==> config.mk <==
export PLATFORM = sky130hd
export DESIGN_NAME = mem_ctrl
export DESIGN_NICKNAME = d
export VERILOG_FILES = /design/src/rtl/mem_ctrl_pkg.sv /design/src/rtl/mem_addr_gen.sv /design/src/rtl/mem_ctrl.sv
export SDC_FILE = /design/constraint.sdc
export NUM_CORES = 1
export LEC_CHECK = 0
export ABC_AREA = 1
export BUFFER_PORTS_ARGS = -buffer_cell sky130_fd_sc_hd__buf_2
export CORE_ASPECT_RATIO = 1.25
export CORE_MARGIN = 2
export CORE_UTILIZATION = 45
export CTS_BUF_LIST = sky130_fd_sc_hd__clkbuf_4 sky130_fd_sc_hd__clkbuf_8
export DETAILED_ROUTE_END_ITERATION = 7
export PLACE_DENSITY = 0.75
export SYNTH_ARGS = -nofsm -noshare
export SYNTH_HDL_FRONTEND = slang
export SYNTH_HIERARCHICAL = 1
export SYNTH_SLANG_ARGS = --single-unit
==> constraint.sdc <==
create_clock -name clk -period 22.4 [get_ports clk]
set_input_delay 4.48 -clock clk [delete_from_list [all_inputs] [get_ports clk]]
set_output_delay 4.48 -clock clk [all_outputs]
set_load 0.1 [all_outputs]
==> src/rtl/mem_ctrl_pkg.sv <==
// mem_ctrl_pkg: shared FSM state type and image/BRAM geometry constants.
//   Used by mem_ctrl, mem_addr_gen and the top-level controller.
package mem_ctrl_pkg;
  typedef enum logic [1:0] {M_IDLE, M_READ, M_DRAIN, M_DONE} state_t;
  localparam int MAX_ROW   = 360;
  localparam int MAX_COL   = 540;
  localparam int BRAM_AW   = 18;
  localparam int BUF_AW    = 11;
  localparam int MODE1_LEN = MAX_ROW * MAX_COL;
  localparam int FETCH_LEN = 3 * MAX_COL;
endpackage

==> src/rtl/mem_addr_gen.sv <==
// mem_addr_gen: word/segment/column counters and BRAM + line-buffer address generation.
//   clk, rst_n       clock, async active-low reset
//   clr, inc         clear counters at start / advance one word per issued read
//   mode2            1: clamped three-row window addressing, 0: linear stream
//   row              current image row
//   w                word counter
//   bram_addr        BRAM read address for the current word
//   buf_addr         line-buffer address, w delayed to line up with returning data
module mem_addr_gen
  import mem_ctrl_pkg::*;
(
  input  logic               clk,
  input  logic               rst_n,
  input  logic               clr,
  input  logic               inc,
  input  logic               mode2,
  input  logic [9:0]         row,
  output logic [19:0]        w,
  output logic [BRAM_AW-1:0] bram_addr,
  output logic [BUF_AW-1:0]  buf_addr
);
  localparam logic [9:0]  COL_LAST = 10'(MAX_COL - 1);
  localparam logic [10:0] ROW_LAST = 11'(MAX_ROW - 1);
  logic [1:0]  s;
  logic [9:0]  c;
  logic [10:0] sum, up, src;
  always_ff @(posedge clk or negedge rst_n) begin
    if (!rst_n) begin
      w        <= '0;
      s        <= '0;
      c        <= '0;
      buf_addr <= '0;
    end else begin
      if (clr) begin
        w <= '0;
        s <= '0;
        c <= '0;
      end else if (inc) begin
        w <= w + 20'd1;
        s <= (c == COL_LAST) ? s + 2'd1 : s;
        c <= (c == COL_LAST) ? 10'd0 : c + 10'd1;
      end
      buf_addr <= w[BUF_AW-1:0];
    end
  end
  // source row = clamp(row + s - 1, 0, MAX_ROW-1); sum==0 is the row -1 case
  always_comb begin
    sum       = {1'b0, row} + {9'b0, s};
    up        = sum - 11'd1;
    src       = (sum == 11'd0) ? 11'd0 : (up > ROW_LAST ? ROW_LAST : up);
    bram_addr = mode2 ? BRAM_AW'(src) * BRAM_AW'(MAX_COL) + BRAM_AW'(c) : w[BRAM_AW-1:0];
  end
endmodule

==> src/rtl/mem_ctrl.sv <==
// mem_ctrl: BRAM read controller for the mode-1 image stream and mode-2 three-row window fetch.
//   clk, rst_n                        clock, async active-low reset
//   is_mode1_i, is_mode2_i            controller mode flags (row counter clearing)
//   mode1_run_i, fetch_run_i          level run requests; dropping one aborts its operation
//   core_run_i, core_done_i           core stage handshake advancing the image row
//   cnt_len_i                         words to transfer, sampled at start
//   bram_en_o, bram_addr_o, bram_rdata_i   BRAM read port, one-cycle latency
//   buf_wr_en_o, buf_wr_addr_o, buf_wr_data_o  line-buffer write port (mode 2)
//   out_valid_o, out_data_o           mode-1 stream
//   mode1_done_o, fetch_done_o        one-cycle completion pulses
//   cnt_img_row_o                     current image row
module mem_ctrl
  import mem_ctrl_pkg::*;
(
  input  logic               clk,
  input  logic               rst_n,
  input  logic               is_mode1_i,
  input  logic               mode1_run_i,
  input  logic               is_mode2_i,
  input  logic               fetch_run_i,
  input  logic               core_run_i,
  input  logic               core_done_i,
  input  logic [19:0]        cnt_len_i,
  output logic               bram_en_o,
  output logic [BRAM_AW-1:0] bram_addr_o,
  input  logic [7:0]         bram_rdata_i,
  output logic               buf_wr_en_o,
  output logic [BUF_AW-1:0]  buf_wr_addr_o,
  output logic [7:0]         buf_wr_data_o,
  output logic               out_valid_o,
  output logic [7:0]         out_data_o,
  output logic               mode1_done_o,
  output logic               fetch_done_o,
  output logic [9:0]         cnt_img_row_o
);
  localparam logic [9:0] ROW_LAST = 10'(MAX_ROW - 1);
  state_t      state, nxt;
  logic        kind;
  logic [19:0] len, w;
  logic        run, start, last, inc, rd_v, rd_w;
  mem_addr_gen u_addr (
    .clk       (clk),
    .rst_n     (rst_n),
    .clr       (start),
    .inc       (inc),
    .mode2     (kind),
    .row       (cnt_img_row_o),
    .w         (w),
    .bram_addr (bram_addr_o),
    .buf_addr  (buf_wr_addr_o)
  );
  assign run   = kind ? fetch_run_i : mode1_run_i;
  assign start = (state == M_IDLE) && (mode1_run_i || fetch_run_i);
  assign last  = (w == len - 20'd1);
  always_ff @(posedge clk or negedge rst_n) begin
    if (!rst_n) state <= M_IDLE;
    else        state <= nxt;
  end
  always_comb begin
    nxt = state;
    case (state)
      M_IDLE:  nxt = !start ? M_IDLE : (cnt_len_i == 20'd0 ? M_DONE : M_READ);
      M_READ:  nxt = !run ? M_IDLE : (last ? M_DRAIN : M_READ);
      M_DRAIN: nxt = !run ? M_IDLE : M_DONE;
      M_DONE:  nxt = M_IDLE;
      default: nxt = M_IDLE;
    endcase
  end
  always_comb begin
    bram_en_o    = (state == M_READ);
    inc          = (state == M_READ);
    mode1_done_o = (state == M_DONE) && !kind;
    fetch_done_o = (state == M_DONE) && kind;
  end
  // a read issued in the abort cycle is never marked valid, so it is discarded
  always_ff @(posedge clk or negedge rst_n) begin
    if (!rst_n) begin
      kind          <= 1'b0;
      len           <= '0;
      rd_v          <= 1'b0;
      rd_w          <= 1'b0;
      cnt_img_row_o <= '0;
    end else begin
      if (start) begin
        kind <= !mode1_run_i;
        len  <= cnt_len_i;
      end
      rd_v <= (state == M_READ) && run && !kind;
      rd_w <= (state == M_READ) && run && kind;
      if (is_mode1_i || (is_mode2_i && !fetch_run_i && !core_run_i))
        cnt_img_row_o <= '0;
      else if (core_run_i && core_done_i && cnt_img_row_o < ROW_LAST)
        cnt_img_row_o <= cnt_img_row_o + 10'd1;
    end
  end
  assign out_valid_o   = rd_v;
  assign out_data_o    = rd_v ? bram_rdata_i : 8'd0;
  assign buf_wr_en_o   = rd_w;
  assign buf_wr_data_o = rd_w ? bram_rdata_i : 8'd0;
endmodule

==> impl_metrics.json <==
{
  "run_status": "finished, final reports clean",
  "slew_headroom_pct": 31.86,
  "grt_overflow": 0,
  "drive_gt1_share_pct": 12.86,
  "ioPinCount": 96,
  "postSynthAreaPerCell_um2": 6.830,
  "antenna_found_initial": 0,
  "diodes": 0,
  "worstReg2RegStart": "state[1]",
  "skew_ns": 0.006755,
  "finalCriticalPeriod_ns": 11.66,
  "worstSetupStartpointType": "flip-flop",
  "setup_viol": 0,
  "cts_num_sinks": 78,
  "ys_warn_count": 6,
  "num_vias": 6717,
  "hold_violations": 0,
  "clk_latency_ns": 0.37,
  "ff2ff_setup_slack_ns": 18.97,
  "vias_per_cell": 4.957,
  "clock_path_buffers": 2,
  "yosysTopAreaCell": "dfrtp_1",
  "r2r_cells": 14,
  "final_cell_mix": "256 x nand2_1, 202 x inv_1, 94 x buf_2, 91 x nor2_1, 78 x dfrtp_1",
  "grt_pass1_vias": 6567,
  "cts_hold_buffers": 0,
  "critPathMaxStageDelay_ns": 0.52,
  "maxCapViolations": 0,
  "ctsResizeCount": 0,
  "max_freq_mhz": 85.80,
  "synth.yosys.seq_area_share_pct": 27.59,
  "utilization_pct": 51.55,
  "yosysTopAreaCellShare_pct": 27.59,
  "finalNonFillerCells": 1355,
  "core_area_mm2": 0.01551,
  "grt_use_total_pct": 22.44,
  "dp_hpwl_um": 14100,
  "route.detailed.drc": 0,
  "wl_um": 17670,
  "placementRows": 51,
  "initial_core_util_pct": 45.63,
  "ys_types": 41,
  "wl_per_cell_um": 13.04,
  "drt_iter0_drc": 368,
  "holdPathEnd": "u_addr/buf_addr[1]",
  "post-route-period-util_pct": 52.03,
  "root_buffer": "clkbuf_8",
  "layout.nets": 1246,
  "min-delay-start": "u_addr/w[1]",
  "cts_setup_buffers": 0,
  "slowest_stage": "fa_1",
  "dieArea_mm2": 0.01675,
  "cts.clk_slew.worst_paths_ns": 0.09,
  "cp_max_fo": 5,
  "die_h_um": 144.2,
  "slew_viol_final": 0,
  "grt_pass1_wl_um": 29680,
  "ys_ff_latch": 78,
  "dp_cells": 1339,
  "cts_made_buffers": 9,
  "setup_tns_ns": 0,
  "mostFrequentLayoutCell": "nand2_1",
  "synthesis.area_mm2": 0.007076,
  "post_synth_main_area_contributors": "dfrtp_1 28%, nand2_1 14%, inv_1 11%",
  "holdWs_ns": 0.4986,
  "drtAntennaViolNets": 0,
  "holdPathStages": 0,
  "htree_levels": 3,
  "crit_top_cell": "nand2_1",
  "cp-end-kind": "output pin",
  "cts_tree": "done",
  "cp.required_ns": 17.92,
  "cp.arrival_ns": 7.18,
  "drtPass1Iterations": 4,
  "synth-async-reset-ratio_pct": 100.0,
  "tightest_slew_ns": 1.022,
  "die_width_um": 116.2,
  "synth-edff-count": 0,
  "io_buffers": 95,
  "r2r_end": "u_addr/w[18]",
  "netlist_instances": 1036,
  "area_growth_pct": 12.96,
  "hold_class": "flip-flop to flip-flop",
  "gp_congestion": 0.9347,
  "grt_max_degree": 79,
  "synth_ff_type": "dfrtp_1",
  "rsz0062_at_grt": "false",
  "critPathKind": "flip-flop to output pin"
}
-- cells in the mapped netlist (14+ instances only) --
cell / n
inv_1: 202
nand2_1: 256
xnor2_1: 19
nand3_1: 60
a21oi_1: 42
nand4_1: 18
fa_1: 16
nor2_1: 91
ha_1: 56
nor2_2: 14
o21ai_0: 66
dfrtp_1: 78
xor2_1: 23
nor3_1: 22
-- layer usage --
| layer | track usage [%] | wire length [um] | up-vias |
|---|---|---|---|
| met4 | 9.211 | 614 | 0 |
| met1 | 24.31 | 7192 | 3089 |
| li1 | - | - | 3454 |
| met2 | 43.00 | 9297 | 132 |
| met5 | 0 | 0 | - |
| met3 | 3.311 | 562 | 42 |
-- state kept, by name, summed over array words and instances (netlist names) --
register         count
len                 20
u_addr/w            20
u_addr/buf_addr     11
cnt_img_row_o       10
u_addr/c            10
state                2
u_addr/s             2
buf_wr_en_o          1
kind                 1
out_valid_o          1
-- cells by family after synthesis --
| kind of cell | count (synthesis) | share of synthesized area (%) |
|---|---|---|
| AO/OA/AOI/OAI | 131 | 9.991 |
| AND/OR/NAND/NOR | 492 | 30.56 |
| other | 1 | 0.05300 |
| adder cells (fa/ha/maj) | 72 | 14.43 |
| flip-flops | 78 | 27.59 |
| buffers and inverters | 218 | 11.72 |
| XOR/XNOR | 44 | 5.659 |
-- cell type report --
cell class | instances | area [um2]
well taps | 212 | 265.3
inverters | 207 | 777.0
clock buffers | 10 | 131.4
fillers | 1561 | 7513
flip-flops and latches | 78 | 1952
repair buffers | 97 | 493.0
clock inverters | 6 | 61.31
multi-input cells | 745 | 4313
-- worst max-delay path: cells and delay by family (launching register included) --
family / cells / cell delay, ns
AO/OA/AOI/OAI: 5 / 0.87
XOR/XNOR: 2 / 0.35
adder cells (fa/ha/maj): 7 / 2.48
buffers and inverters: 7 / 0.86
flip-flops: 1 / 0.41
AND/OR/NAND/NOR: 16 / 1.79
-- worst max-delay path by stage --
stage	start	endpoint
5_1_grt	cnt_img_row_o[0]	bram_addr_o[16]
4_1_cts	cnt_img_row_o[0]	bram_addr_o[17]
6_report	cnt_img_row_o[0]	bram_addr_o[17]
2_1_floorplan	cnt_img_row_o[0]	bram_addr_o[13]
3_5_place_dp	cnt_img_row_o[0]	bram_addr_o[16]
3_3_place_gp	cnt_img_row_o[0]	bram_addr_o[16]
-- per-stage QoR --
step	setup slack, ns	instance area, um2
finish	10.74	7993
global route	10.02	7993
CTS	10.72	7993
detailed placement	11.15	7800
global placement	11.36	7800
floorplan	9.489	7094
Power is left out: the tool's default activity adds up to more than one toggle a clock period on the data nets, which glitch-free logic cannot reach.
